File: config.mk
export PLATFORM = sky130hd
export DESIGN_NAME = hack_fetch
export DESIGN_NICKNAME = d
export VERILOG_FILES = /design/src/rtl/hack_pkg.sv /design/src/rtl/hack_halt_detect.sv /design/src/rtl/hack_fetch.sv
export SDC_FILE = /design/constraint.sdc
export NUM_CORES = 1
export LEC_CHECK = 0
export CORE_ASPECT_RATIO = 1.2
export CORE_MARGIN = 4
export CORE_UTILIZATION = 50
export CTS_CLUSTER_SIZE = 24
export DETAILED_ROUTE_END_ITERATION = 8
export PLACE_DENSITY = 0.92
export REMOVE_ABC_BUFFERS = 1
export SETUP_SLACK_MARGIN = 0.2
export SLEW_MARGIN = 25
export SYNTH_ARGS = -nofsm -noshare
export SYNTH_HDL_FRONTEND = slang
export SYNTH_HIERARCHICAL = 1
export SYNTH_SLANG_ARGS = --single-unit
export TNS_END_PERCENT = 5
File: constraint.sdc
create_clock -name clk -period 4 [get_ports clk]
set_input_delay 0.8 -clock clk [delete_from_list [all_inputs] [get_ports clk]]
set_output_delay 0.8 -clock clk [all_outputs]
set_load 0.02 [all_outputs]
File: src/rtl/hack_pkg.sv
// Shared definitions for the Hack fetch stage: word geometry and fetch FSM states.
package hack_pkg;

    localparam int WORD_W     = 16;
    localparam int AINSTR_BIT = 15;

    typedef enum logic [1:0] {
        WAIT_ROM,
        PRIME,
        RUN,
        HALT
    } fetch_state_t;

endpackage

File: src/rtl/hack_halt_detect.sv
// Remembers the most recent retired A-instruction and flags the canonical
// end-of-program idiom: "@k" at address k followed by "0;JMP" at k+1.
module hack_halt_detect
    import hack_pkg::*;
(
    input  logic              clk,
    input  logic              resetn,
    input  logic              retire_i,
    input  logic [WORD_W-1:0] instr_i,
    input  logic [WORD_W-1:0] instr_pc_i,
    input  logic              jump_i,
    input  logic [WORD_W-1:0] jump_target_i,
    output logic              halt_hit_o
);

    logic [WORD_W-1:0] lastAValue_q;
    logic              lastAValid_q;
    logic [WORD_W-1:0] pcMinusOne;

    // Track whether the instruction just retired loaded A with a known constant.
    always_ff @(posedge clk or negedge resetn) begin
        if (!resetn) begin
            lastAValue_q <= '0;
            lastAValid_q <= 1'b0;
        end else if (retire_i) begin
            if (!instr_i[AINSTR_BIT]) begin
                lastAValue_q <= instr_i;
                lastAValid_q <= 1'b1;
            end else begin
                lastAValid_q <= 1'b0;
            end
        end
    end

    // A jump back to the A-instruction immediately before it is a self-loop.
    always_comb begin
        pcMinusOne = instr_pc_i - WORD_W'(1);
        halt_hit_o = jump_i & lastAValid_q
                   & (jump_target_i == lastAValue_q)
                   & (jump_target_i == pcMinusOne);
    end

endmodule

File: src/rtl/hack_fetch.sv
// Fetch stage between the Hack core and the ROM. Waits for the ROM to finish
// loading, primes the one-cycle read pipeline, then feeds the core one
// instruction per retire with jumps and stalls applied without bubbles.
module hack_fetch
    import hack_pkg::*;
#(
    parameter logic [WORD_W-1:0] RESET_PC = 16'h0000,
    parameter int                CNT_W    = 32
) (
    input  logic              clk,
    input  logic              resetn,
    input  logic              clken,
    input  logic              rom_ready,
    output logic [WORD_W-1:0] rom_address,
    input  logic [WORD_W-1:0] rom_instruction,
    input  logic              stall,
    input  logic              jump,
    input  logic [WORD_W-1:0] jump_target,
    output logic [WORD_W-1:0] instr,
    output logic [WORD_W-1:0] instr_pc,
    output logic              instr_valid,
    output logic              halted,
    output logic [CNT_W-1:0]  retired
);

    fetch_state_t      state_q, state_d;
    logic [WORD_W-1:0] pc_q, pc_d;
    logic [CNT_W-1:0]  retired_q;
    logic [WORD_W-1:0] nextPc;
    logic              retire;
    logic              haltHit;

    hack_halt_detect u_halt_detect (
        .clk           (clk),
        .resetn        (resetn),
        .retire_i      (retire),
        .instr_i       (instr),
        .instr_pc_i    (pc_q),
        .jump_i        (jump),
        .jump_target_i (jump_target),
        .halt_hit_o    (haltHit)
    );

    // Next-state, next-PC and ROM address; the PC register always follows the
    // address sent to the ROM so returned data lines up with instr_pc.
    always_comb begin
        state_d     = state_q;
        pc_d        = pc_q;
        rom_address = pc_q;
        instr_valid = 1'b0;
        halted      = 1'b0;
        retire      = (state_q == RUN) & clken & ~stall;
        nextPc      = pc_q;
        if (retire) begin
            nextPc = jump ? jump_target : pc_q + WORD_W'(1);
        end
        case (state_q)
            WAIT_ROM: begin
                rom_address = RESET_PC;
                pc_d        = RESET_PC;
                if (rom_ready) begin
                    state_d = PRIME;
                end
            end
            PRIME: begin
                rom_address = RESET_PC;
                pc_d        = RESET_PC;
                state_d     = rom_ready ? RUN : WAIT_ROM;
            end
            RUN: begin
                instr_valid = 1'b1;
                rom_address = nextPc;
                pc_d        = nextPc;
                if (!rom_ready) begin
                    state_d = WAIT_ROM;
                    pc_d    = RESET_PC;
                end else if (haltHit && retire) begin
                    state_d = HALT;
                end
            end
            HALT: begin
                halted      = 1'b1;
                rom_address = pc_q;
            end
            default: begin
                state_d = WAIT_ROM;
            end
        endcase
    end

    // State, PC and retired-instruction counter registers.
    always_ff @(posedge clk or negedge resetn) begin
        if (!resetn) begin
            state_q   <= WAIT_ROM;
            pc_q      <= RESET_PC;
            retired_q <= '0;
        end else begin
            state_q <= state_d;
            pc_q    <= pc_d;
            if (retire) begin
                retired_q <= retired_q + {{(CNT_W-1){1'b0}}, 1'b1};
            end
        end
    end

    // ROM data passes straight through only while it is meaningful.
    always_comb begin
        instr    = instr_valid ? rom_instruction : '0;
        instr_pc = pc_q;
        retired  = retired_q;
    end

endmodule

==> results of run 1 <==
==> Yosys cell counts (3+ instances only) <==
cell type,n
dfrtp_1,66
nand2_1,54
xnor2_1,50
o21ai_0,25
nor2_1,24
nand3_1,21
and2_1,20
nand4_1,20
a21oi_1,16
clkbuf_1,14
nor3_1,14
a22o_1,12
mux2_2,11
xor2_1,11
inv_1,9
and3_1,8
ha_1,8
mux2_1,6
mux2i_1,5
o221ai_1,5
and4_1,4
nor2b_1,4
o21ai_1,4
a22oi_1,3
a31oi_1,3
a32o_1,3
nand4b_1,3
nor3_2,3
==> routing by layer <==
| metal | up-vias | GRT usage | part of all wire |
|---|---|---|---|
| met3 | 42 | 0.0570 | 0.066 |
| li1 | 2007 | - | - |
| met4 | 0 | 0.115 | 0.037 |
| met5 | - | 0 | 0 |
| met1 | 2122 | 0.326 | 0.41 |
| met2 | 195 | 0.395 | 0.49 |
==> metrics by stage <==
step | area, sq um | std cells | utilization | setup WS [ps] | hold WS (ps)
detailed placement | 5860 | 717 | 0.674 | 107 | 467
CTS | 6070 | 733 | 0.697 | 209 | 481
floorplan | 4400 | 464 | - | 366 | 474
finish | 6080 | 733 | 0.698 | 244 | 477
global route | 6080 | 733 | 0.698 | 80.6 | 505
global placement | 5860 | 717 | 0.674 | 258 | 461
==> power by group through the flow <==
stage,Clock [mW],Sequential [mW],Combinational [mW]
floorplan,0,0.773,0.204
global placement,0,0.768,0.387
detailed placement,0,0.773,0.401
CTS,0.591,0.761,0.404
global route,0.620,0.768,0.438
finish,0.581,0.762,0.406
==> registers in the layout, summed over array words and instances (netlist names) <==
register,flops
retired,32
state_q,2
u_halt_detect/lastAValid_q,1
instr_pc,16
u_halt_detect/lastAValue_q,15
==> worst max-delay path by stage <==
stage                   start               to  slack, ps  cells after the start
5_1_grt                 stall   rom_address[9]         80                      8
6_report                stall   rom_address[9]        240                      9
2_1_floorplan      state_q[0]  rom_address[10]        370                      8
3_5_place_dp   jump_target[1]       state_q[1]        110                     11
4_1_cts                 stall   rom_address[9]        210                      8
3_3_place_gp            stall   rom_address[9]        260                      8
==> worst reg2reg max path: cells and delay by family (launching register included) <==
family,cells,cell delay (ps)
adders and majority gates,1,310
and+or+nand+nor,5,1430
buffers and inverters,1,150
DFF,1,570
AOI/OAI and AO/OA,5,930
==> final cells by class <==
class / instances / area share
multi-input cells: 387 / 0.447
clock inverters: 5 / 0.0101
flip-flops and latches: 66 / 0.272
repair buffers: 136 / 0.217
clock buffers: 11 / 0.0233
inverters: 11 / 0.00741
well taps: 117 / 0.0241
==> kinds of logic (layout without fill, tap and decap cells) <==
family,Yosys count,after routing
and+or+nand+nor,205,205
AOI/OAI and AO/OA,90,90
DFF,66,66
xor gates and xnor gates,61,61
buffers and inverters,33,163
muxes,23,23
adders and majority gates,8,8
==> repair_timing <==
| action | CTS | global route |
|---|---|---|
| endpoints found under the setup margin | 1 | 8 |
| resized for setup | 1 | 2 |
| pin swaps | 0 | 0 |
| hold buffers | 0 | 0 |
==> Flow_metrics.wiki, run 1 <==
{| class="wikitable"
! Metric !! Value
|-
| Commonest register cell after synthesis || dfrtp_1
|-
| Portion of synthesized cell area occupied by the leading cell type || 0.365
|-
| Clk buf depth || 2
|-
| Avg Cell Area, Syn || between 9 and 10 sq um
|-
| Post-synth cell types || 72
|-
| Sequential cell area || 1650 sq um
|-
| Share of the synthesized area in compound gates (AO/OA/AOI/OAI) || 0.136
|-
| Nets || 657
|-
| Commonest non-fill, non-tap cells in the layout || clkdlybuf4s50_1, dfrtp_1, nand2_1
|-
| Flop-to-flop setup slack || 530 ps
|-
| Number of H-tree levels || 3
|-
| Number of iterations in the first detailed-routing pass || 5
|-
| Result of the run || finished clean
|-
| CTS tree || yes
|-
| Net switching fraction of the power || 0.309
|-
| Number of antenna repair diodes || 0
|-
| Post-CTS setup buffers || 0
|-
| Final worst-path cycle share || 0.939
|-
| Slew headroom || 0.410
|-
| Area added between synthesis and finish || 34.4%
|-
| Vias/cell || between 5 and 6
|-
| Critical path startpoint category || primary input
|-
| Post-synthesis adder-cell area fraction || 0.0221
|-
| Power share of the sequential group || 0.436
|-
| Total of warnings raised by yosys || 6
|-
| GRT Residual Overflow || 0
|-
| Proportion of synthesized area in mux cells || 0.0567
|-
| Leakage power of the design || ~2.5 nW
|-
| Least-Margin Pin Slew || 885 ps
|-
| Setup repair after global routing missed its margin || true
|-
| First-pass GRT wire length || ~21000 microns
|-
| Detailed placement HPWL || between 9000 and 10000 microns
|-
| Starting DRT DRC Count || 294
|-
| Total CTS buffers || 9
|-
| Critical path endpoint category || output pin
|-
| Number of setup violations in the final report || 0
|-
| Cell with the biggest individual delay on the critical path || clkdlybuf4s50_1
|-
| Critical Path Most Common Cell || clkdlybuf4s50_1
|-
| # Max-Cap Violations || 0
|-
| Final setup TNS || 0 ps
|-
| Cell family with the largest share of critical-path delay || buffers and inverters
|-
| Simple-Gate Fraction of Synth Area || 0.266
|-
| R2R Path End || state_q[1]
|-
| Crit path time final || 3760 ps
|-
| FF+latch count, synth || 66
|-
| Kind of path behind the tightest hold check || reg2reg
|-
| Xor and xnor area share after synthesis || 0.118
|-
| Mapped cell area || 4520 sq um
|-
| Cell breakdown of the critical path || clkdlybuf4s50_1, nand3b_2, clkinvlp_4, buf_4, o21ai_0, a32o_1, a21oi_1, o21ai_1, clkdlybuf4s50_1
|-
| Core Region || 8700 sq um
|-
| Port bufs || 119
|-
| Remaining routing DRC violations || 0
|-
| Clock transition at path regs || approximately 80 ps
|-
| Area of combinational cells with multiple inputs || 2710 sq um
|-
| Max Clock Freq || 0.266 GHz
|-
| Path depth of the worst reg2reg path || 12
|-
| Final number of max-transition violations || 0
|-
| Cell chosen for the clock root || clkbuf_8
|-
| Origin of the worst min-delay path || retired[31]
|-
| Starting utilization of the core area || 0.520
|-
| Most frequent standard cell in the layout excluding fill and tap cells || clkdlybuf4s50_1
|-
| Ys async rst share || 1.00
|-
| Count of flip-flops with a built-in enable after synthesis || 0
|-
| Die boundary height || roughly 110 microns
|-
| Max Clock Skew || 10.6 ps
|-
| Worst hold stages || 1
|-
| Number of sinks driven by the clock tree || 66
|-
| Share of synthesized area occupied by flip-flops and latches || 0.365
|-
| Library cell with the largest summed area after synthesis || dfrtp_1
|-
| Int Pwr || 1.21 mW
|-
| Total global-route track usage || 0.251
|-
| Power share of the combinational group || 0.232
|-
| Std-Cell Rows || 37
|-
| Overall die width || around 95 microns
|-
| RD Place Congestion || 0.903
|-
| Per-cell routed wire length || 17.9 microns
|-
| Count of fill cells added during filler insertion || 684
|-
| Net switching component of the power || ~540 uW
|-
| Cell types with the largest area share after synthesis || dfrtp_1, xnor2_1, nand2_1
|-
| Power density of the placed cells || ~290 nW/um^2
|-
| Ratio of cells with drive above 1 in the final layout || 0.117
|-
| Count of buffering cells on the critical path with inverters included || 4
|-
| Peak fanout along the critical path || 11
|-
| Worst Setup Path Type || in2out
|-
| Total via count after detailed routing || ~4400
|-
| Top-level I/O count || 120
|-
| WHS Endpoint || retired[31]
|-
| Routed Antenna Nets || 0
|-
| Total Die Area || 10600 sq um
|-
| Maximum number of pins on one net before global-route repair || 39
|-
| Clock group share of total power || 0.332
|-
| Number of instances in the synthesized netlist || 486
|-
| Vias in the first global route || 4155
|-
| Clock latency at the later pin of the worst-skew pair || 350 ps
|-
| CP max stage delay || 540 ps
|-
| Largest voltage drop on the vdd net || 301 uV
|-
| Main combinational cell family by area after synthesis || simple AND/OR/NAND/NOR gates
|-
| Required time at the worst-slack endpoint || between 3000 and 4000 ps
|-
| Wirelength, routed || ~13000 microns
|-
| Startpoint of the worst-slack reg-to-reg timing path || instr_pc[0]
|-
| Endpoints failing hold || 0
|-
| Sum of internal, switching and leakage power || 1.75 mW
|-
| Antenna violations before repair || 0
|-
| CP Data Arrival Time || 2960 ps
|}
(Power assumes the default switching activity.)
==> inputs of run 2 (changes only) <==
==> constraint.sdc (replaced) <==
create_clock -name clk -period 3.8 [get_ports clk]
set_input_delay 0.76 -clock clk [delete_from_list [all_inputs] [get_ports clk]]
set_output_delay 0.76 -clock clk [all_outputs]
set_load 0.02 [all_outputs]
==> Flow_metrics.wiki, run 2 (synthesis results as in run 1) <==
{| class="wikitable"
! Metric !! Value
|-
| Startpoint of the worst-slack reg-to-reg timing path || instr_pc[0]
|-
| CTS tree || yes
|-
| Top-level I/O count || 120 (unchanged)
|-
| Max Clock Freq || 0.277 GHz
|-
| Starting DRT DRC Count || 351 (+19%)
|-
| Critical path startpoint category || primary input
|-
| Vias/cell || 5.94 (-0.20%)
|-
| Remaining routing DRC violations || 0 (unchanged)
|-
| Setup repair after global routing missed its margin || true
|-
| Most frequent standard cell in the layout excluding fill and tap cells || clkdlybuf4s50_1
|-
| Number of setup violations in the final report || 0 (unchanged)
|-
| Post-Place Cells || 720 (+0.42%)
|-
| RD Place Congestion || 0.910 (+0.76%)
|-
| Routed Antenna Nets || 0 (unchanged)
|-
| Overall die width || 94.8 microns (unchanged)
|-
| Std-Cell Rows || 37 (unchanged)
|-
| Antenna violations before repair || 0 (unchanged)
|-
| Port bufs || 119 (unchanged)
|-
| Wirelength, routed || 13400 microns (+2.7%)
|-
| Number of hold buffers added after CTS || 0 (unchanged)
|-
| Cell breakdown of the critical path || clkdlybuf4s50_1, nand3b_2, buf_12, nor3b_1, mux2_4, a21oi_1, o21ai_1, clkdlybuf4s50_1
|-
| Flop-to-flop setup slack || 540 ps (about the same)
|-
| # Max-Cap Violations || 0 (unchanged)
|-
| Clock latency at the later pin of the worst-skew pair || 340 ps (about the same)
|-
| Clk buf depth || 2 (unchanged)
|-
| Cell chosen for the clock root || clkbuf_8
|-
| Leakage power of the design || 2.47 nW (+0.35%)
|-
| Flip-flop count of the largest register after layout || 32 (unchanged)
|-
| Crit path time final || 3610 ps
|-
| Path depth of the worst reg2reg path || 12 (unchanged)
|-
| Largest voltage drop on the vdd net || 277 uV (-8.1%)
|-
| Ratio of cells with drive above 1 in the final layout || 0.123 (+0.00590)
|-
| Total Die Area || 10600 sq um (unchanged)
|-
| CP Data Arrival Time || 2850 ps (-110 ps)
|-
| Endpoints failing hold || 0 (unchanged)
|-
| Commonest non-fill, non-tap cells in the layout || clkdlybuf4s50_1, dfrtp_1, nand2_1
|-
| Nets || 660 (+0.46%)
|-
| Maximum number of pins on one net before global-route repair || 37 (-5.1%)
|-
| CP max stage delay || 620 ps (+80 ps)
|-
| Starting utilization of the core area || 0.520 (unchanged)
|-
| Die boundary height || 112 microns (unchanged)
|-
| Number of iterations in the first detailed-routing pass || 5 (unchanged)
|-
| Final worst-path cycle share || 0.951
|-
| Worst hold stages || 1 (unchanged)
|-
| Final number of max-transition violations || 0 (unchanged)
|-
| Peak fanout along the critical path || 22 (+11)
|-
| Post-CTS setup buffers || 0 (unchanged)
|-
| Critical path endpoint category || output pin
|-
| Origin of the worst min-delay path || retired[31]
|-
| Number of sinks driven by the clock tree || 66 (unchanged)
|-
| Slew headroom || 0.442 (+0.0317)
|-
| Worst Setup Path Type || in2out
|-
| Least-Margin Pin Slew || 837 ps (-47.6 ps)
|-
| Final setup TNS || 0 ps (unchanged)
|-
| Core Region || 8700 sq um (unchanged)
|-
| First element of the critical path || stall
|-
| Total CTS buffers || 9 (unchanged)
|-
| Required time at the worst-slack endpoint || 3040 ps (-160 ps)
|-
| Clock transition at path regs || 70 ps (about the same)
|-
| Cell with the biggest individual delay on the critical path || clkdlybuf4s50_1
|-
| Area added between synthesis and finish || 34.4% (about the same)
|-
| Max Clock Skew || 9.20 ps (-1.40 ps)
|-
| Total global-route track usage || 0.258 (+0.00663)
|-
| Number of cells in the finished layout apart from fillers || 736 (+0.41%)
|-
| Final Instance Area || 6080 sq um (about the same)
|-
| Number of antenna repair diodes || 0 (unchanged)
|-
| Result of the run || finished clean
|-
| Total via count after detailed routing || 4375 (+0.21%)
|-
| Kind of path behind the tightest hold check || reg2reg
|-
| Critical Path Most Common Cell || clkdlybuf4s50_1
|-
| Number of H-tree levels || 3 (unchanged)
|-
| Power density of the placed cells || 290 nW/um^2 (+0.59%)
|-
| Detailed placement HPWL || 10000 microns (+1.1%)
|-
| Per-cell routed wire length || 18.3 microns (+2.2%)
|-
| Vias in the first global route || 4237 (+2.0%)
|-
| GRT Residual Overflow || 0 (unchanged)
|-
| Instance area at placement || 5900 sq um (+0.60%)
|-
| First-pass GRT wire length || 21800 microns (+2.5%)
|}
run 2: metal layers:
| layer | share of wire | global-route usage | vias to the layer above |
|---|---|---|---|
| met1 | 0.40 | 0.337 | 2121 |
| met4 | 0.017 | 0.0885 | 0 |
| met2 | 0.51 | 0.431 | 212 |
| met5 | 0 | 0 | - |
| met3 | 0.076 | 0.0382 | 16 |
| li1 | - | - | 2026 |
run 2: worst max-delay path: cells and delay by family:
family	cells	cell delay (ps)
buffers and inverters	3	1240
and+or+nand+nor	2	460
AOI/OAI and AO/OA	2	220
muxes	1	170
run 2: where the power goes:
group | internal, mW | leakage, nW | switching [mW]
sequential | 0.754 | 0.910 | 0.0472
clock | 0.255 | 0.0868 | 0.273
combinational | 0.197 | 1.47 | 0.235
total | 1.21 | 2.47 | 0.555
run 2: cell type report:
cell class              instances  area (sq um)
flip-flops and latches         66          1650
well taps                     117           146
fillers                       669          2620
multi-input cells             387          2710
clock buffers                  12           145
inverters                      11          42.5
clock inverters                 4          26.3
repair buffers                139          1350
run 2: metrics by stage:
step | power (mW) | hold slack (ps) | worst slack, ps | utilization
2_1_floorplan | 1.03 | 464 | 206 | -
3_3_place_gp | 1.22 | 461 | 147 | 0.678
3_5_place_dp | 1.24 | 477 | 120 | 0.678
4_1_cts | 1.77 | 491 | 187 | 0.698
5_1_grt | 1.85 | 504 | 94.3 | 0.699
6_report | 1.76 | 479 | 187 | 0.699
run 2: timing repair:
item | CTS | global route
endpoints found under the setup margin | 5 | 15
gates resized for setup | 2 | 3
cloned | 0 | 0
run 2: worst paths after layout:
path	endpoint
worst min register to register	retired[31]
min in group asynchronous	instr_pc[14]
worst max register to register	state_q[1]
max in group asynchronous	retired[24]
worst min-delay path	retired[31]
worst max-delay path	rom_address[9]
==> inputs of run 3 (changes only) <==
--- a/config.mk
+++ b/config.mk
@@ -6,7 +6,6 @@
 export NUM_CORES = 1
 export LEC_CHECK = 0
 export CORE_ASPECT_RATIO = 1.2
-export CORE_MARGIN = 4
 export CORE_UTILIZATION = 50
 export CTS_CLUSTER_SIZE = 24
 export DETAILED_ROUTE_END_ITERATION = 8
==> Flow_metrics.wiki, run 3 (synthesis results as in run 1) <==
{| class="wikitable"
! Metric !! Value
|-
| Flip-flop count of the largest register after layout || 32 (unchanged)
|-
| Path depth of the worst reg2reg path || 12 (unchanged)
|-
| Starting utilization of the core area || 0.522 (+0.00278)
|-
| Startpoint of the worst-slack reg-to-reg timing path || instr_pc[0]
|-
| Final number of max-transition violations || 0 (unchanged)
|-
| Clk buf depth || 2 (unchanged)
|-
| Flop-to-flop setup slack || 390 ps (-150 ps)
|-
| Endpoints failing hold || 0 (unchanged)
|-
| Routed Antenna Nets || 0 (unchanged)
|-
| RD Place Congestion || 0.949 (+4.3%)
|-
| Cell chosen for the clock root || clkbuf_8
|-
| Number of setup violations in the final report || 0 (unchanged)
|-
| Maximum number of pins on one net before global-route repair || 29 (-22%)
|-
| Nets || 657 (-0.45%)
|-
| Number of hold buffers added after CTS || 0 (unchanged)
|-
| Number of antenna repair diodes || 0 (unchanged)
|-
| First element of the critical path || jump
|-
| Max Clock Skew || 9.49 ps (+0.291 ps)
|-
| GRT Residual Overflow || 0 (unchanged)
|-
| Vias/cell || 5.99 (+0.73%)
|-
| Critical path endpoint category || output pin
|-
| Clock transition at path regs || 70 ps (about the same)
|-
| Kind of path behind the tightest hold check || in2async
|-
| Clock group share of total power || 0.322 (+0.022)
|-
| Leakage power of the design || 2.46 nW (-0.56%)
|-
| Per-cell routed wire length || 17.4 microns (-5.0%)
|-
| Number of H-tree levels || 3 (unchanged)
|-
| Count of buffering cells on the critical path with inverters included || 3 (unchanged)
|-
| Final Instance Area || 6070 sq um (about the same)
|-
| CTS tree || yes
|-
| Critical Path Most Common Cell || clkdlybuf4s50_1
|-
| Remaining routing DRC violations || 0 (unchanged)
|-
| Final worst-path cycle share || 0.950 (-0.00126)
|-
| Net switching fraction of the power || 0.302 (-0.0131)
|-
| Total via count after detailed routing || 4383 (+0.18%)
|-
| Cell breakdown of the critical path || clkdlybuf4s50_1, buf_12, o41ai_1, a22oi_1, nand2_1, clkdlybuf4s50_1
|-
| # Max-Cap Violations || 0 (unchanged)
|-
| Total CTS buffers || 9 (unchanged)
|-
| Result of the run || finished clean
|-
| Final setup TNS || 0 ps (unchanged)
|-
| Cell family with the largest share of critical-path delay || buffers and inverters
|-
| Ratio of cells with drive above 1 in the final layout || 0.117 (-0.00571)
|-
| Setup repair after global routing missed its margin || true
|-
| Crit path depth || 6 (-2)
|-
| Antenna violations before repair || 0 (unchanged)
|-
| Int Pwr || 1.27 mW (+5.2%)
|-
| Worst Setup Path Type || in2out
|-
| Wirelength, routed || 12700 microns (-5.5%)
|-
| Starting DRT DRC Count || 375 (+6.8%)
|-
| Clock latency at the later pin of the worst-skew pair || 350 ps (about the same)
|-
| Required time at the worst-slack endpoint || 3040 ps (about the same)
|-
| Die boundary height || 106 microns (-5.3%)
|-
| Most frequent standard cell in the layout excluding fill and tap cells || clkdlybuf4s50_1
|-
| R2R Path End || state_q[1]
|-
| CP Data Arrival Time || 2850 ps (about the same)
|-
| Number of iterations in the first detailed-routing pass || 5 (unchanged)
|-
| Least-Margin Pin Slew || 829 ps (-7.85 ps)
|-
| CP max stage delay || 600 ps (-20 ps)
|-
| Post-Place Cells || 717 (-0.42%)
|-
| Vias in the first global route || 4135 (-2.4%)
|-
| Total global-route track usage || 0.282 (+0.0246)
|-
| Largest voltage drop on the vdd net || 272 uV (-1.9%)
|-
| Area added between synthesis and finish || 34.3% (about the same)
|-
| Number of cells in the finished layout apart from fillers || 732 (-0.54%)
|-
| Top-level I/O count || 120 (unchanged)
|-
| Slew headroom || 0.445 (+0.00281)
|-
| Worst setup path endpoint || rom_address[5]
|-
| Detailed placement HPWL || 9450 microns (-6.0%)
|-
| Peak fanout along the critical path || 22 (unchanged)
|-
| Overall die width || 88.8 microns (-6.3%)
|-
| Power density of the placed cells || 299 nW/um^2 (+3.3%)
|-
| Number of sinks driven by the clock tree || 66 (unchanged)
|-
| Core Region || 8660 sq um (-0.53%)
|-
| Cell with the biggest individual delay on the critical path || clkdlybuf4s50_1
|-
| Crit path time final || 3610 ps (-4.80 ps)
|-
| Power share of the combinational group || 0.237 (-0.008)
|-
| Power share of the sequential group || 0.441 (-0.014)
|-
| Critical path startpoint category || primary input
|-
| Instance area at placement || 5870 sq um (-0.38%)
|-
| Count of fill cells added during filler insertion || 647 (-3.3%)
|-
| Max Clock Freq || 0.277 GHz (+0.13%)
|-
| Total Die Area || 9430 sq um (-11%)
|-
| First-pass GRT wire length || 20400 microns (-6.1%)
|-
| Std-Cell Rows || 37 (unchanged)
|-
| Commonest non-fill, non-tap cells in the layout || clkdlybuf4s50_1, dfrtp_1, nand2_1
|-
| Port bufs || 119 (unchanged)
|-
| Net switching component of the power || 549 uW (-1.0%)
|}
## run 3: worst reg2reg max path, cell delays in order, from the launching register on
cell and delay, ps:
dfrtp_2 490, inv_1 130, ha_1 240, or4b_4 550, nor4_4 380, xor2_1 110, o221a_2 270, o21a_1 180
nor4_2 210, a21oi_1 110, nor3_1 370, o2111ai_1 170, o21ai_0 110
## run 3: per-stage QoR
step | utilization | hold slack (ps) | power (mW) | setup slack [ps]
after global routing | 0.702 | 408 | 1.90 | 102
after global placement | 0.679 | 462 | 1.22 | 223
after floorplan | - | 464 | 1.03 | 206
final | 0.702 | 381 | 1.82 | 191
after detailed placement | 0.679 | 468 | 1.24 | 182
after CTS | 0.701 | 382 | 1.83 | 196
## run 3: routing by layer
layer | vias up | wire [microns] | global-route usage
met3 | 30 | 1010 | 0.0590
met4 | 0 | 399 | 0.118
met2 | 231 | 6280 | 0.451
met5 | - | 0 | 0
li1 | 2014 | - | -
met1 | 2108 | 5010 | 0.368
## run 3: worst min-delay path by stage
stage,start,endpoint,slack (ps),depth (start not counted)
after floorplan,resetn,instr_pc[0],460,0
after global placement,retired[31],retired[31],460,1
after detailed placement,retired[31],retired[31],470,1
after CTS,resetn,u_halt_detect/lastAValue_q[3],380,1
after global routing,resetn,u_halt_detect/lastAValue_q[13],410,1
final,resetn,instr_pc[15],380,1
## run 3: cell type report
class	instances	area, sq um	area share
repair buffers	136	1330	0.219
inverters	11	41.3	0.00680
well taps	117	146	0.0241
clock inverters	4	51.3	0.00844
multi-input cells	387	2710	0.446
clock buffers	11	141	0.0233
flip-flops and latches	66	1650	0.272
## run 3: power groups by stage
stage	Sequential [mW]	Combinational, mW	Clock, mW
finish	0.802	0.431	0.585
CTS	0.802	0.427	0.596
detailed placement	0.815	0.424	0
global route	0.807	0.467	0.627
floorplan	0.813	0.214	0
global placement	0.811	0.407	0
## run 3: what timing repair did
item                                    in CTS  in global routing
resized for setup                            1                  4
buffers inserted                             0                  0
endpoints found under the setup margin       2                 15
